<file path="src/rtl/shiftreg_rx.sv">
// Serial-load receiver for the dynamic and static configuration shift registers.
// Define SHIFTREG_RX_MISO_EN to add the MISO readback of the previous word.
module shiftreg_rx #(
  parameter int SIZESRDYN      = 16,
  parameter int SIZESRSTAT     = 88,
  parameter int TIMEOUT_CYCLES = 64,
  parameter int SYNC_STAGES    = 2
) (
  input  logic                  CLK,
  input  logic                  RST_N,
  input  logic                  SCLK,
  input  logic                  SEL,
  input  logic                  MOSI,
  output logic [SIZESRDYN-1:0]  DYN_Q,
  output logic [SIZESRSTAT-1:0] STAT_Q,
  output logic                  DYN_VLD,
  output logic                  STAT_VLD,
  output logic                  FRAME_ERR,
  output logic                  BUSY
`ifdef SHIFTREG_RX_MISO_EN
  ,
  output logic                  MISO
`endif
);

  // state   | meaning
  // IDLE    | no frame open, waiting for the first SCLK rise
  // RX_DYN  | dynamic frame open (SEL=0)
  // RX_STAT | static frame open (SEL=1)
  typedef enum logic [1:0] {IDLE, RX_DYN, RX_STAT} state_t;

  localparam int MAXW = (SIZESRDYN > SIZESRSTAT) ? SIZESRDYN : SIZESRSTAT;
  localparam int SW   = MAXW - 1;
  localparam int CW   = $clog2(MAXW + 1);
  localparam int TW   = $clog2(TIMEOUT_CYCLES + 1);

  state_t state, state_nxt;
  logic [SYNC_STAGES-1:0] sclk_sync, sel_sync, mosi_sync;
  logic sclk_s, sel_s, mosi_s, sclk_d, rise;
  logic [SW-1:0] shadow;
  logic [CW-1:0] bit_cnt, frame_len;
  logic [TW-1:0] idle_cnt;
  logic do_open, do_shift, do_done, do_abort;

  always_ff @(posedge CLK or negedge RST_N) begin
    if (!RST_N) begin
      sclk_sync <= '0;
      sel_sync  <= '0;
      mosi_sync <= '0;
      sclk_d    <= 1'b0;
    end else begin
      sclk_sync <= {sclk_sync[SYNC_STAGES-2:0], SCLK};
      sel_sync  <= {sel_sync[SYNC_STAGES-2:0], SEL};
      mosi_sync <= {mosi_sync[SYNC_STAGES-2:0], MOSI};
      sclk_d    <= sclk_s;
    end
  end

  assign sclk_s = sclk_sync[SYNC_STAGES-1];
  assign sel_s  = sel_sync[SYNC_STAGES-1];
  assign mosi_s = mosi_sync[SYNC_STAGES-1];
  assign rise   = sclk_s & ~sclk_d;
  assign BUSY   = (state != IDLE);

  always_ff @(posedge CLK or negedge RST_N) begin
    if (!RST_N) state <= IDLE;
    else        state <= state_nxt;
  end

  // SEL change beats a same-cycle rise; a rise beats the timeout.
  always_comb begin
    state_nxt = state;
    do_open   = 1'b0;
    do_shift  = 1'b0;
    do_done   = 1'b0;
    do_abort  = 1'b0;
    frame_len = (state == RX_STAT) ? CW'(SIZESRSTAT) : CW'(SIZESRDYN);
    case (state)
      IDLE: begin
        if (rise) begin
          do_open   = 1'b1;
          state_nxt = sel_s ? RX_STAT : RX_DYN;
        end
      end
      RX_DYN, RX_STAT: begin
        if (sel_s != (state == RX_STAT)) begin
          do_abort  = 1'b1;
          state_nxt = IDLE;
        end else if (rise) begin
          if (bit_cnt == frame_len - CW'(1)) begin
            do_done   = 1'b1;
            state_nxt = IDLE;
          end else begin
            do_shift  = 1'b1;
          end
        end else if (idle_cnt == TW'(TIMEOUT_CYCLES - 1)) begin
          do_abort  = 1'b1;
          state_nxt = IDLE;
        end
      end
      default: state_nxt = IDLE;
    endcase
  end

  always_ff @(posedge CLK or negedge RST_N) begin
    if (!RST_N) begin
      shadow    <= '0;
      bit_cnt   <= '0;
      idle_cnt  <= '0;
      DYN_Q     <= '0;
      STAT_Q    <= '0;
      DYN_VLD   <= 1'b0;
      STAT_VLD  <= 1'b0;
      FRAME_ERR <= 1'b0;
    end else begin
      DYN_VLD   <= 1'b0;
      STAT_VLD  <= 1'b0;
      FRAME_ERR <= 1'b0;
      if (do_open) begin
        shadow   <= SW'(mosi_s);
        bit_cnt  <= CW'(1);
        idle_cnt <= '0;
      end else if (do_shift) begin
        shadow   <= SW'({shadow, mosi_s});
        bit_cnt  <= bit_cnt + CW'(1);
        idle_cnt <= '0;
      end else if (do_done) begin
        if (state == RX_DYN) begin
          DYN_Q   <= {shadow[SIZESRDYN-2:0], mosi_s};
          DYN_VLD <= 1'b1;
        end else begin
          STAT_Q   <= {shadow[SIZESRSTAT-2:0], mosi_s};
          STAT_VLD <= 1'b1;
        end
        shadow   <= '0;
        bit_cnt  <= '0;
        idle_cnt <= '0;
      end else if (do_abort) begin
        FRAME_ERR <= 1'b1;
        shadow    <= '0;
        bit_cnt   <= '0;
        idle_cnt  <= '0;
      end else if (state != IDLE) begin
        idle_cnt <= idle_cnt + TW'(1);
      end else begin
        idle_cnt <= '0;
      end
    end
  end

`ifdef SHIFTREG_RX_MISO_EN
  // Readback is left-aligned so the MSB of either word sits on MISO; it keeps
  // shifting after completion so the last bit is still there at the final fall.
  localparam int RBW = MAXW;
  logic [RBW-1:0] rb;
  logic fall;

  assign fall = ~sclk_s & sclk_d;
  assign MISO = rb[RBW-1];

  always_ff @(posedge CLK or negedge RST_N) begin
    if (!RST_N) begin
      rb <= '0;
    end else if (do_open) begin
      rb <= sel_s ? (RBW'(STAT_Q) << (RBW - SIZESRSTAT))
                  : (RBW'(DYN_Q) << (RBW - SIZESRDYN));
    end else if (do_abort) begin
      rb <= '0;
    end else if (fall) begin
      rb <= {rb[RBW-2:0], 1'b0};
    end
  end
`endif

endmodule
</file>
<file path="config.mk">
export PLATFORM = sky130hd
export DESIGN_NAME = shiftreg_rx
export DESIGN_NICKNAME = d
export VERILOG_FILES = /design/src/rtl/shiftreg_rx.sv
export SDC_FILE = /design/constraint.sdc
export NUM_CORES = 1
export LEC_CHECK = 0
export CAP_MARGIN = 25
export CELL_PAD_IN_SITES_DETAIL_PLACEMENT = 0
export CELL_PAD_IN_SITES_GLOBAL_PLACEMENT = 1
export CORE_ASPECT_RATIO = 0.5
export CORE_UTILIZATION = 41
export DETAILED_ROUTE_END_ITERATION = 8
export PLACE_DENSITY_LB_ADDON = 0.08
export SLEW_MARGIN = 25
export SYNTH_ARGS = -nofsm -noshare
export SYNTH_HDL_FRONTEND = slang
export SYNTH_SLANG_ARGS = --single-unit
</file>
<file path="constraint.sdc">
create_clock -name CLK -period 2.5 [get_ports CLK]
set_input_delay 0.375 -clock CLK [delete_from_list [all_inputs] [get_ports CLK]]
set_output_delay 0.375 -clock CLK [all_outputs]
set_load 0.01 [all_outputs]
</file>
==> results_dict.tcl <==
set metrics [dict create \
    synth_cell_types 42 \
    antenna_found_initial 0 \
    drv_cap 0 \
    synthArstFlopShare_pct 100.0 \
    tightest_slew_ps 674.5 \
    synth_ff_type "dfrtp_1" \
    synth.most_common_cell "dfrtp_1" \
    grt_pass1_vias 4792 \
    place_ws_ps 95.44 \
    finalCriticalPeriod_ps 2357 \
    r2r_start "state[0]" \
    fin_worst_hold_slack_ps 324.9 \
    yosys.area.top_type "dfrtp_1" \
    syn_area_um2 8165 \
    antenna_left 0 \
    placed_cell_area_um2 9751 \
    fillers 1639 \
    cts_buffers 20 \
    ys_ff_latch 217 \
    fp.coreArea_um2 19500 \
    critPathMaxFanout 16 \
    tns_ps 0 \
    grt_max_degree 84 \
    ff_latch_area_um2 5430 \
    fin_skew_ps 11.67 \
    total_leakage_power_uw 0.005082 \
    cts-root-buf "clkbuf_16" \
    netlist_instances 523 \
    drt_pass1_iterations 4 \
    fin_nets 656 \
    area_growth_pct 28.53 \
    cts_tree "yes" \
    ios 113 \
    wire_per_inst_um 17.39 \
    syn-num-nets 533 \
    rows 36 \
    cp_data_arrival_time_ps 2730 \
    hp-class "input port to register" \
    placedCellCount 889 \
    clock_power_share_pct 41.9 \
    design_area_um2 10500 \
    wl_mm 16.11 \
    hold_depth 1 \
    drc_errors 0 \
    synth.yosys.seq_area_share_pct 66.50 \
    vias 4837 \
    synth_edf_count 0 \
    place_congestion 0.7500 \
    first_iter_violations 238 \
    cts_max_level 1 \
    insertedDiodeCount 0 \
    r2r_cells 7 \
    finalCritPeriodShare_pct 94.29 \
    hpwl_mm 9.910 \
    clock_sinks 217 \
    critPathKind "register to register" \
    grt-ovfl-total 0 \
    grt_use_total_pct 16.16 \
    ir_worst_vdd_v 0.0005120 \
    p_comb_share_pct 12.6 \
    start_util_pct 41.87 \
    instances_no_fill 926 \
    power.internal_uw 5908 \
    clock_path_buffers 3 \
    yosys_warnings 0 \
    slew_violations 0 \
    critPathRequiredTime_ps 2870 \
    setup_slack_ps 142.8 \
    worst_setup_path_end_kind "register" \
    rsz0062_at_grt "no" \
    switching_power_uw 2052 \
    die_h_um 101.8 \
    hold_violations 0 \
    die_x_um 201.6 \
    setup.worst_path.start "state[0]" \
    syn_area_per_cell_um2 15.61 \
    grt_pass1_wl_mm 26.59 \
    cts.clk_slew.worst_paths_ps 70 \
    min_from "MOSI" \
    powerDensity_nw_per_um2 758.5 \
    io_buffers 112 \
    dieArea_um2 20520 \
    slew_headroom_pct 54.82 \
    start_kind "register" \
    yosys-top-cells-area "dfrtp_1 (67%), mux2_2 (12%), a22o_1 (9.8%), mux2_4 (3.7%), clkbuf_1 (0.83%)" \
    status "complete, no violations" \
    multi_input_area_um2 2576 \
    clock_latency_ps 490 \
    max_freq_ghz 0.4242 \
    layout-drive-gt1-share_pct 25.00 \
    synth.top_cells.by_count "dfrtp_1 (217), a22o_1 (91), mux2_2 (84)" \
    setup_violations 0 \
    p_sw_share_pct 25.78 \
    viasPerCell 5.224 \
    synth_top_cell_area_share_pct 66.50 \
    seq_power_share_pct 45.5 \
]
## cells in the final DEF (no fill, tap or decap), drive strengths merged, types with 3 or more instances in the layout
cell,netlist,layout
mux2,104,104
dfrtp,217,217
bufinv,0,4
nor3,6,6
clkbuf,18,25
buf,16,23
inv,3,3
xor2,3,3
nand2,8,8
a22o,91,91
clkinvlp,0,3
nand3,6,6
nor2,4,4
and3,5,5
clkinv,0,4
a21oi,5,5
ha,5,5
xnor2,4,4
clkdlybuf4s50,0,111
## cell type report
type | count | share of cell area (%)
timing repair buffer | 135 | 13.47
clock inverter | 11 | 1.621
tap | 266 | 3.171
sequential | 217 | 51.74
multi-input combinational | 269 | 24.55
clock buffer | 25 | 5.341
inverter | 3 | 0.1073
## kinds of logic after synthesis
family | Yosys count | share of synthesized area (%)
compound gates | 112 | 11.62
mux | 104 | 15.26
simple gates | 41 | 2.912
xor+xnor | 7 | 0.7509
flops | 217 | 66.50
fa+ha+maj | 5 | 0.7662
buf+inv | 37 | 2.191
## routing by layer
metal	part of all wire, %	vias to the layer above	track usage, %
met1	52	2517	24.63
li1	-	2202	-
met5	0	-	0
met3	4.5	24	3.990
met4	1.7	0	4.138
met2	42	94	22.89
## critical path, cell delays in order (launching register included)
cell and delay, ps:
dfrtp_1 390, inv_1 80, ha_1 200, or4b_1 550
a21oi_2 260, and3_1 250, buf_12 160, mux2_2 340
## repair_timing
| item | in CTS | in global routing |
|---|---|---|
| resized for setup | 0 | 1 |
| setup endpoints to repair | 0 | 79 |
| hold buffers | 1 | 0 |
| setup buffers | 0 | 0 |
| endpoints found under the hold margin | 77 | 0 |
## final timing paths
kind                                endpoint  slack, ps
worst min register to register  sclk_sync[1]        350
worst max-delay path                DYN_Q[5]        140
worst max register to register      DYN_Q[5]        140
worst min-delay path            mosi_sync[0]        320
min in group asynchronous         STAT_Q[23]        460
max in group asynchronous         STAT_Q[50]       1290
## metrics by stage
step                util, %  power (µW)
global route          53.81        8301
detailed placement    49.99        4700
floorplan                 -        4227
finish                53.81        7960
CTS                   53.79        8074
global placement      49.99        4690
## power groups by stage
| stage | combinational, µW | sequential [µW] | clock (µW) |
|---|---|---|---|
| after floorplan | 549 | 3680 | 0 |
| after global placement | 1000 | 3690 | 0 |
| after detailed placement | 1010 | 3690 | 0 |
| after CTS | 1010 | 3620 | 3440 |
| after global routing | 1100 | 3630 | 3570 |
| final | 1000 | 3620 | 3340 |
## sequential cells by signal, indices dropped and copies added, names as in the netlist, 2 cells and up
signal     count
DYN_Q         16
state          2
mosi_sync      2
shadow        87
sel_sync       2
idle_cnt       7
STAT_Q        88
bit_cnt        7
sclk_sync      2
No activity file was read; power rests on OpenSTA's default activity.
